`config.mk`:
```
export PLATFORM = sky130hd
export DESIGN_NAME = xfer_ctrl
export DESIGN_NICKNAME = d
export VERILOG_FILES = /design/src/rtl/xfer_pkg.sv /design/src/rtl/xfer_watchdog.sv /design/src/rtl/xfer_ctrl.sv
export SDC_FILE = /design/constraint.sdc
export NUM_CORES = 1
export LEC_CHECK = 0
export BUFFER_PORTS_ARGS = -buffer_cell sky130_fd_sc_hd__buf_2
export CORE_MARGIN = 2
export CORE_UTILIZATION = 51
export DETAILED_ROUTE_END_ITERATION = 8
export PLACE_DENSITY = 0.75
export SLEW_MARGIN = 0
export SYNTH_ARGS = -nofsm -noshare
export SYNTH_HDL_FRONTEND = slang
export SYNTH_SLANG_ARGS = --single-unit
export TNS_END_PERCENT = 1
```
`constraint.sdc`:
```
create_clock -name clock -period 2.3 [get_ports clock]
set_input_delay 0.46 -clock clock [delete_from_list [all_inputs] [get_ports clock]]
set_output_delay 0.46 -clock clock [all_outputs]
set_load 0.01 [all_outputs]
```
`src/rtl/xfer_pkg.sv`:
```
// xfer_pkg: shared types and default parameters for the transfer controller.
//   xfer_state_t : controller FSM states (IDLE, ENQ, ACK, DEQ)
//   DEF_DEPTH    : default queue capacity in words
//   DEF_LEN_W    : default width of the queue length input
//   DEF_TIMEOUT  : default watchdog limit in cycles
package xfer_pkg;

  typedef enum logic [1:0] {
    IDLE = 2'd0,
    ENQ  = 2'd1,
    ACK  = 2'd2,
    DEQ  = 2'd3
  } xfer_state_t;

  localparam int DEF_DEPTH   = 8;
  localparam int DEF_LEN_W   = 4;
  localparam int DEF_TIMEOUT = 255;

endpackage

```
`src/rtl/xfer_watchdog.sv`:
```
// xfer_watchdog: loadable cycle counter with an expire flag.
// Only instantiated when XFER_TIMEOUT_EN is defined.
//   clock   : counter clock (rising edge)
//   reset   : asynchronous active-low reset
//   load    : synchronous clear of the count (has priority over run)
//   run     : count one cycle
//   expired : count has reached MAX; the counter holds there
module xfer_watchdog
  import xfer_pkg::*;
#(
  parameter int MAX = DEF_TIMEOUT
) (
  input  logic clock,
  input  logic reset,
  input  logic load,
  input  logic run,
  output logic expired
);

  localparam int CW = $clog2(MAX + 1);

  logic [CW-1:0] cnt;

  always_ff @(posedge clock or negedge reset) begin
    if (!reset) begin
      cnt <= '0;
    end else if (load) begin
      cnt <= '0;
    end else if (run && !expired) begin
      cnt <= cnt + 1'b1;
    end
  end

  assign expired = (cnt == CW'(MAX));

endmodule

```
`src/rtl/xfer_ctrl.sv`:
```
// xfer_ctrl: sequences word transfers from the deserializer into the queue
// and drains the queue on request.
//
// Optional feature: define XFER_TIMEOUT_EN to add a watchdog that abandons an
// ENQ/DEQ after TIMEOUT cycles without the expected length change and sets
// the sticky err_out. Without it the FSM waits indefinitely and err_out is 0.
//
// Ports:
//   clock         : controller clock (rising edge), at least 2x queue clock
//   reset         : asynchronous active-low reset
//   des_ready_in  : deserializer word-ready level
//   des_ack_out   : four-phase ack to the deserializer (registered)
//   q_len_in      : current queue occupancy
//   q_enqueue_out : enqueue strobe to the queue (registered)
//   q_dequeue_out : dequeue strobe to the queue (registered)
//   deq_req_in    : dequeue request, single-cycle pulse
//   full_out      : q_len_in == DEPTH (combinational)
//   empty_out     : q_len_in == 0 (combinational)
//   err_out       : sticky timeout error (registered)
//   state_dbg     : current FSM state, for observation only
//
// Handshake semantics:
//   Deserializer (four-phase): ready rises -> ack rises once the word is in
//   the queue -> ready falls -> ack falls -> next word may start. If ready
//   falls while the word is still being enqueued, the word is still committed
//   and ack pulses for exactly one cycle.
//   Queue (strobe-until-confirmed): a strobe is held high until q_len_in has
//   moved by one from the value snapshotted when the transfer started, and
//   drops on the following edge, so a slower queue clock sees it once.
module xfer_ctrl
  import xfer_pkg::*;
#(
  parameter int DEPTH   = DEF_DEPTH,
  parameter int LEN_W   = DEF_LEN_W,
  parameter int TIMEOUT = DEF_TIMEOUT
) (
  input  logic             clock,
  input  logic             reset,
  input  logic             des_ready_in,
  output logic             des_ack_out,
  input  logic [LEN_W-1:0] q_len_in,
  output logic             q_enqueue_out,
  output logic             q_dequeue_out,
  input  logic             deq_req_in,
  output logic             full_out,
  output logic             empty_out,
  output logic             err_out,
  output logic [1:0]       state_dbg
);

  xfer_state_t      state, state_d;
  logic             enq_q, enq_d;
  logic             ack_q, ack_d;
  logic             deq_q, deq_d;
  logic             err_q, err_d;
  logic             pend_q, pend_d;
  logic [LEN_W-1:0] snap_q, snap_d;

  logic             full, empty;
  logic [LEN_W-1:0] snap_inc, snap_dec;
  logic             expired;

  assign full  = (q_len_in == LEN_W'(DEPTH));
  assign empty = (q_len_in == '0);

  // Full/empty guards keep these away from the wrap cases.
  assign snap_inc = snap_q + LEN_W'(1);
  assign snap_dec = snap_q - LEN_W'(1);

`ifdef XFER_TIMEOUT_EN
  logic wd_load, wd_run;

  // Count only while waiting for the queue; cleared everywhere else so each
  // transfer starts from zero.
  assign wd_run  = (state == ENQ) || (state == DEQ);
  assign wd_load = !wd_run;

  xfer_watchdog #(
    .MAX(TIMEOUT)
  ) u_watchdog (
    .clock  (clock),
    .reset  (reset),
    .load   (wd_load),
    .run    (wd_run),
    .expired(expired)
  );
`else
  assign expired = 1'b0;
`endif

  always_ff @(posedge clock or negedge reset) begin
    if (!reset) begin
      state  <= IDLE;
      enq_q  <= 1'b0;
      ack_q  <= 1'b0;
      deq_q  <= 1'b0;
      err_q  <= 1'b0;
      pend_q <= 1'b0;
      snap_q <= '0;
    end else begin
      state  <= state_d;
      enq_q  <= enq_d;
      ack_q  <= ack_d;
      deq_q  <= deq_d;
      err_q  <= err_d;
      pend_q <= pend_d;
      snap_q <= snap_d;
    end
  end

  always_comb begin
    state_d = state;
    enq_d   = enq_q;
    ack_d   = ack_q;
    deq_d   = deq_q;
    err_d   = err_q;
    pend_d  = pend_q;
    snap_d  = snap_q;

    case (state)
      IDLE: begin
        enq_d = 1'b0;
        ack_d = 1'b0;
        deq_d = 1'b0;
        // A waiting word wins unless the queue is full or no word is ready;
        // a pending dequeue is then served as soon as the word is acked.
        if (pend_q && !empty && (full || !des_ready_in)) begin
          state_d = DEQ;
          snap_d  = q_len_in;
          pend_d  = 1'b0;
        end else if (des_ready_in && !full) begin
          state_d = ENQ;
          snap_d  = q_len_in;
        end
        // Nothing to take out: the request is discarded.
        if (pend_q && empty) begin
          pend_d = 1'b0;
        end
      end

      ENQ: begin
        // A length change on the last watchdog cycle still counts as a commit.
        if (q_len_in == snap_inc) begin
          enq_d   = 1'b0;
          ack_d   = 1'b1;
          state_d = ACK;
        end else if (expired) begin
          enq_d   = 1'b0;
          err_d   = 1'b1;
          state_d = IDLE;
        end else begin
          enq_d = 1'b1;
        end
      end

      ACK: begin
        if (!des_ready_in) begin
          ack_d   = 1'b0;
          state_d = IDLE;
        end else begin
          ack_d = 1'b1;
        end
      end

      DEQ: begin
        if (q_len_in == snap_dec) begin
          deq_d   = 1'b0;
          state_d = IDLE;
        end else if (expired) begin
          deq_d   = 1'b0;
          err_d   = 1'b1;
          pend_d  = 1'b0;
          state_d = IDLE;
        end else begin
          deq_d = 1'b1;
        end
      end

      default: begin
        state_d = IDLE;
      end
    endcase

    // A new request is never lost to a same-cycle clear.
    if (deq_req_in) begin
      pend_d = 1'b1;
    end
  end

  assign des_ack_out   = ack_q;
  assign q_enqueue_out = enq_q;
  assign q_dequeue_out = deq_q;
  assign err_out       = err_q;
  assign full_out      = full;
  assign empty_out     = empty;
  assign state_dbg     = state;

endmodule

```
==> impl_metrics.env <==
export IMPL_run_status="complete, no violations"
export IMPL_main_combinational_cell_family_by_area_after_synthesis="compound AO/OA/AOI/OAI gates"
export IMPL_post_layout_nonfiller_instances=95
export IMPL_layout_commonest_cell="buf_2"
export IMPL_worst_ir_drop_vdd_v=0.000692
export IMPL_cp_data_required_time_ns=2.45
export IMPL_cts_repair_resized=0
export IMPL_routed_via_density=5.39
export IMPL_place_congestion=0.785
export IMPL_worst_r2r_startpoint="snap_q[0]"
export IMPL_drt_antenna_violating_nets=0
export IMPL_detail_route_first_pass_iterations=4
export IMPL_static_leakage_power_nw=0.398
export IMPL_yosysUniqueCellTypes=28
export IMPL_setup_worst_path_end_class="register"
export IMPL_synth_compound_gate_area_share=0.130
export IMPL_xor_xnor_share_of_the_synthesized_area=0.121
export IMPL_most_common_layout_cells="buf_2, dfrtp_1, inv_1"
export IMPL_route_detailed_drc=0
export IMPL_crit_reg2reg_capture="state_dbg[1]"
export IMPL_number_of_global_route_vias_before_repair=496
export IMPL_final_min_clock_period_ns=2.16
export IMPL_pin_count=16
export IMPL_tritoncts_num_buffers=3
export IMPL_timing_critical_path_slowest_cell_delay_ns=0.46
export IMPL_synthAdderAreaFrac=0.105
export IMPL_postSynth_asyncResetShare=1.00
export IMPL_tritoncts="built"
export IMPL_slew_violations=0
export IMPL_routed_wire_length_per_instance_um=14.8
export IMPL_synth_enable_flop_cells=0
export IMPL_postSynthNetCount=78
export IMPL_grtUsageTotal=0.213
export IMPL_yosys_register_bits=10
export IMPL_hold_path_class="input port to async pin"
export IMPL_netlist_instances=64
export IMPL_worstSetupStartpointType="register"
export IMPL_report_power_total_mw=1.17
export IMPL_synth_simple_area_share=0.125
export IMPL_io_buffer_count=14
export IMPL_syn_area_per_cell_um2=11.1
export IMPL_cts_setup_buffers=0
export IMPL_ctsLongestPathBuffers=2
export IMPL_fp_dieH_um=41.4
export IMPL_timing_critical_path_fanout_max=6
export IMPL_worst_r2r_setup_slack_ns=0.14
export IMPL_core_region_area_mm2=0.00130
export IMPL_overflow=0
export IMPL_timing_worst_setup_path_type="register to register"
export IMPL_final_setup_violation_count=0
export IMPL_fin_nets=96
export IMPL_crit_family="compound AO/OA/AOI/OAI gates"
export IMPL_num_rows=13
export IMPL_post_dp_hpwl_um=1180
export IMPL_area_delta_synth_final_pct=14.6
export IMPL_placed_cells_incl_taps=92
export IMPL_vias=512
export IMPL_maximum_number_of_pins_on_one_net_before_global_route_repair=11
export IMPL_numClockSinks=10
export IMPL_ys_warn_count=0
export IMPL_timing_reg2reg_worst_path_depth=6
export IMPL_number_of_max_cap_violations=0
export IMPL_grt_antenna_before_repair=0
export IMPL_cell_by_cell_listing_of_the_critical_path="inv_1 -> ha_1 -> xor2_1 -> o41ai_4 -> o2111ai_2 -> mux2_4"
export IMPL_start_util=0.547
export IMPL_1st_iter_drt_viols=9
export IMPL_synthFlopType="dfrtp_1"
export IMPL_total_die_area_mm2=0.00171
export IMPL_mappedNetlistArea_um2=712
export IMPL_worst_clock_skew_ns=0.00204
export IMPL_crit_buf_inv=1
export IMPL_timing_setup_tns_ns=0
export IMPL_critical_path_slowest_cell="dfrtp_1"
export IMPL_finalCritPeriodShare=0.939
export IMPL_num_antenna_cells=0
export IMPL_rsz0062_at_grt="no"
export IMPL_first_pass_grt_wire_length_um=2190
export IMPL_clk_latency_ns=0.26
export IMPL_floorplan_die_width_um=41.4
export IMPL_max_freq_mhz=463
export IMPL_synth_area_mux_share=0.114
export IMPL_clkTransAtPathRegs_ns=0.06
export IMPL_final_layout_size_suffix_gt1_frac=0.350
export IMPL_cts_root_buf="clkbuf_4"
export IMPL_postCtsHoldBufs=0
export IMPL_worstPathArrival_ns=2.31
export IMPL_cts_htree_levels=1
export IMPL_drt_total_wl_um=1400
export IMPL_hold_viol_final=0
export IMPL_nFillCells=128
export IMPL_power_density_mw_per_mm2=1440
export IMPL_ys_seq_area_frac=0.351
[area by class of cell]
| type | count | area, µm² | share of cell area |
|---|---|---|---|
| Clock buffer | 3 | 22.5 | 0.0276 |
| Tap cell | 15 | 18.8 | 0.0230 |
| Sequential cell | 10 | 250 | 0.307 |
| Inverter | 7 | 26.3 | 0.0322 |
| Multi-Input combinational cell | 46 | 428 | 0.525 |
| Timing Repair Buffer | 14 | 70.1 | 0.0859 |
[synth_stat cells (all sizes together), types with 2 or more instances]
master / n / area (µm²)
o21ai: 2 / 10.0
xor2: 2 / 17.5
inv: 7 / 26.3
nand2: 4 / 15.0
o41ai: 2 / 43.8
nor2b: 2 / 12.5
nand2b: 2 / 12.5
ha: 6 / 75.1
xnor2: 7 / 68.8
nor3: 2 / 15.0
nand3: 2 / 10.0
mux2: 6 / 71.3
dfrtp: 10 / 250
[worst max path at each step]
stage	from	endpoint	slack [ns]	cells after the start
detailed placement	snap_q[0]	state_dbg[1]	0.14	6
finish	snap_q[0]	state_dbg[1]	0.14	6
floorplan	q_len_in[0]	state_dbg[1]	0.32	5
global placement	q_len_in[3]	state_dbg[1]	0.24	6
CTS	snap_q[0]	state_dbg[1]	0.13	6
global route	snap_q[0]	state_dbg[1]	0.05	6
[registers in the layout, summed over array words and instances, names as in the netlist]
| name | cells |
|---|---|
| q_enqueue_out | 1 |
| snap_q | 4 |
| pend_q | 1 |
| des_ack_out | 1 |
| state_dbg | 2 |
| q_dequeue_out | 1 |
[per-stage QoR]
stage	hold slack, ns	setup slack, ns	area (µm²)	utilization
finish	0.0466	0.140	816	0.627
floorplan	0.164	0.317	712	-
global route	0.0594	0.0500	816	0.627
CTS	0.0485	0.133	816	0.627
detailed placement	0.332	0.141	793	0.610
global placement	0.331	0.237	793	0.610
[kinds of logic after synthesis]
kind of cell / Yosys count
buf+inv: 8
fa+ha+maj: 6
xor+xnor: 9
mux: 7
flops: 10
other cells: 1
simple gates: 15
compound gates: 8
[report_power, final]
| part | switching [mW] | leakage (nW) | total, mW | internal, mW |
|---|---|---|---|---|
| clock network | 0.0566 | 0.0138 | 0.117 | 0.0603 |
| logic | 0.364 | 0.263 | 0.709 | 0.345 |
| registers | 0.0885 | 0.120 | 0.349 | 0.260 |
[metal layers]
layer	up-vias	routed length, µm	global-route usage
li1	250	-	-
met1	253	616	0.237
met2	7	745	0.375
met3	2	29	0.0319
met4	0	12	0.137
met5	-	0	0
[worst reg2reg max path, stage by stage (launching register included)]
cell,delay (ns)
dfrtp_1,0.46
inv_1,0.08
ha_1,0.34
xor2_1,0.20
o41ai_4,0.40
o2111ai_2,0.23
mux2_4,0.34
Note: power is estimated with default switching activity, not from simulation.
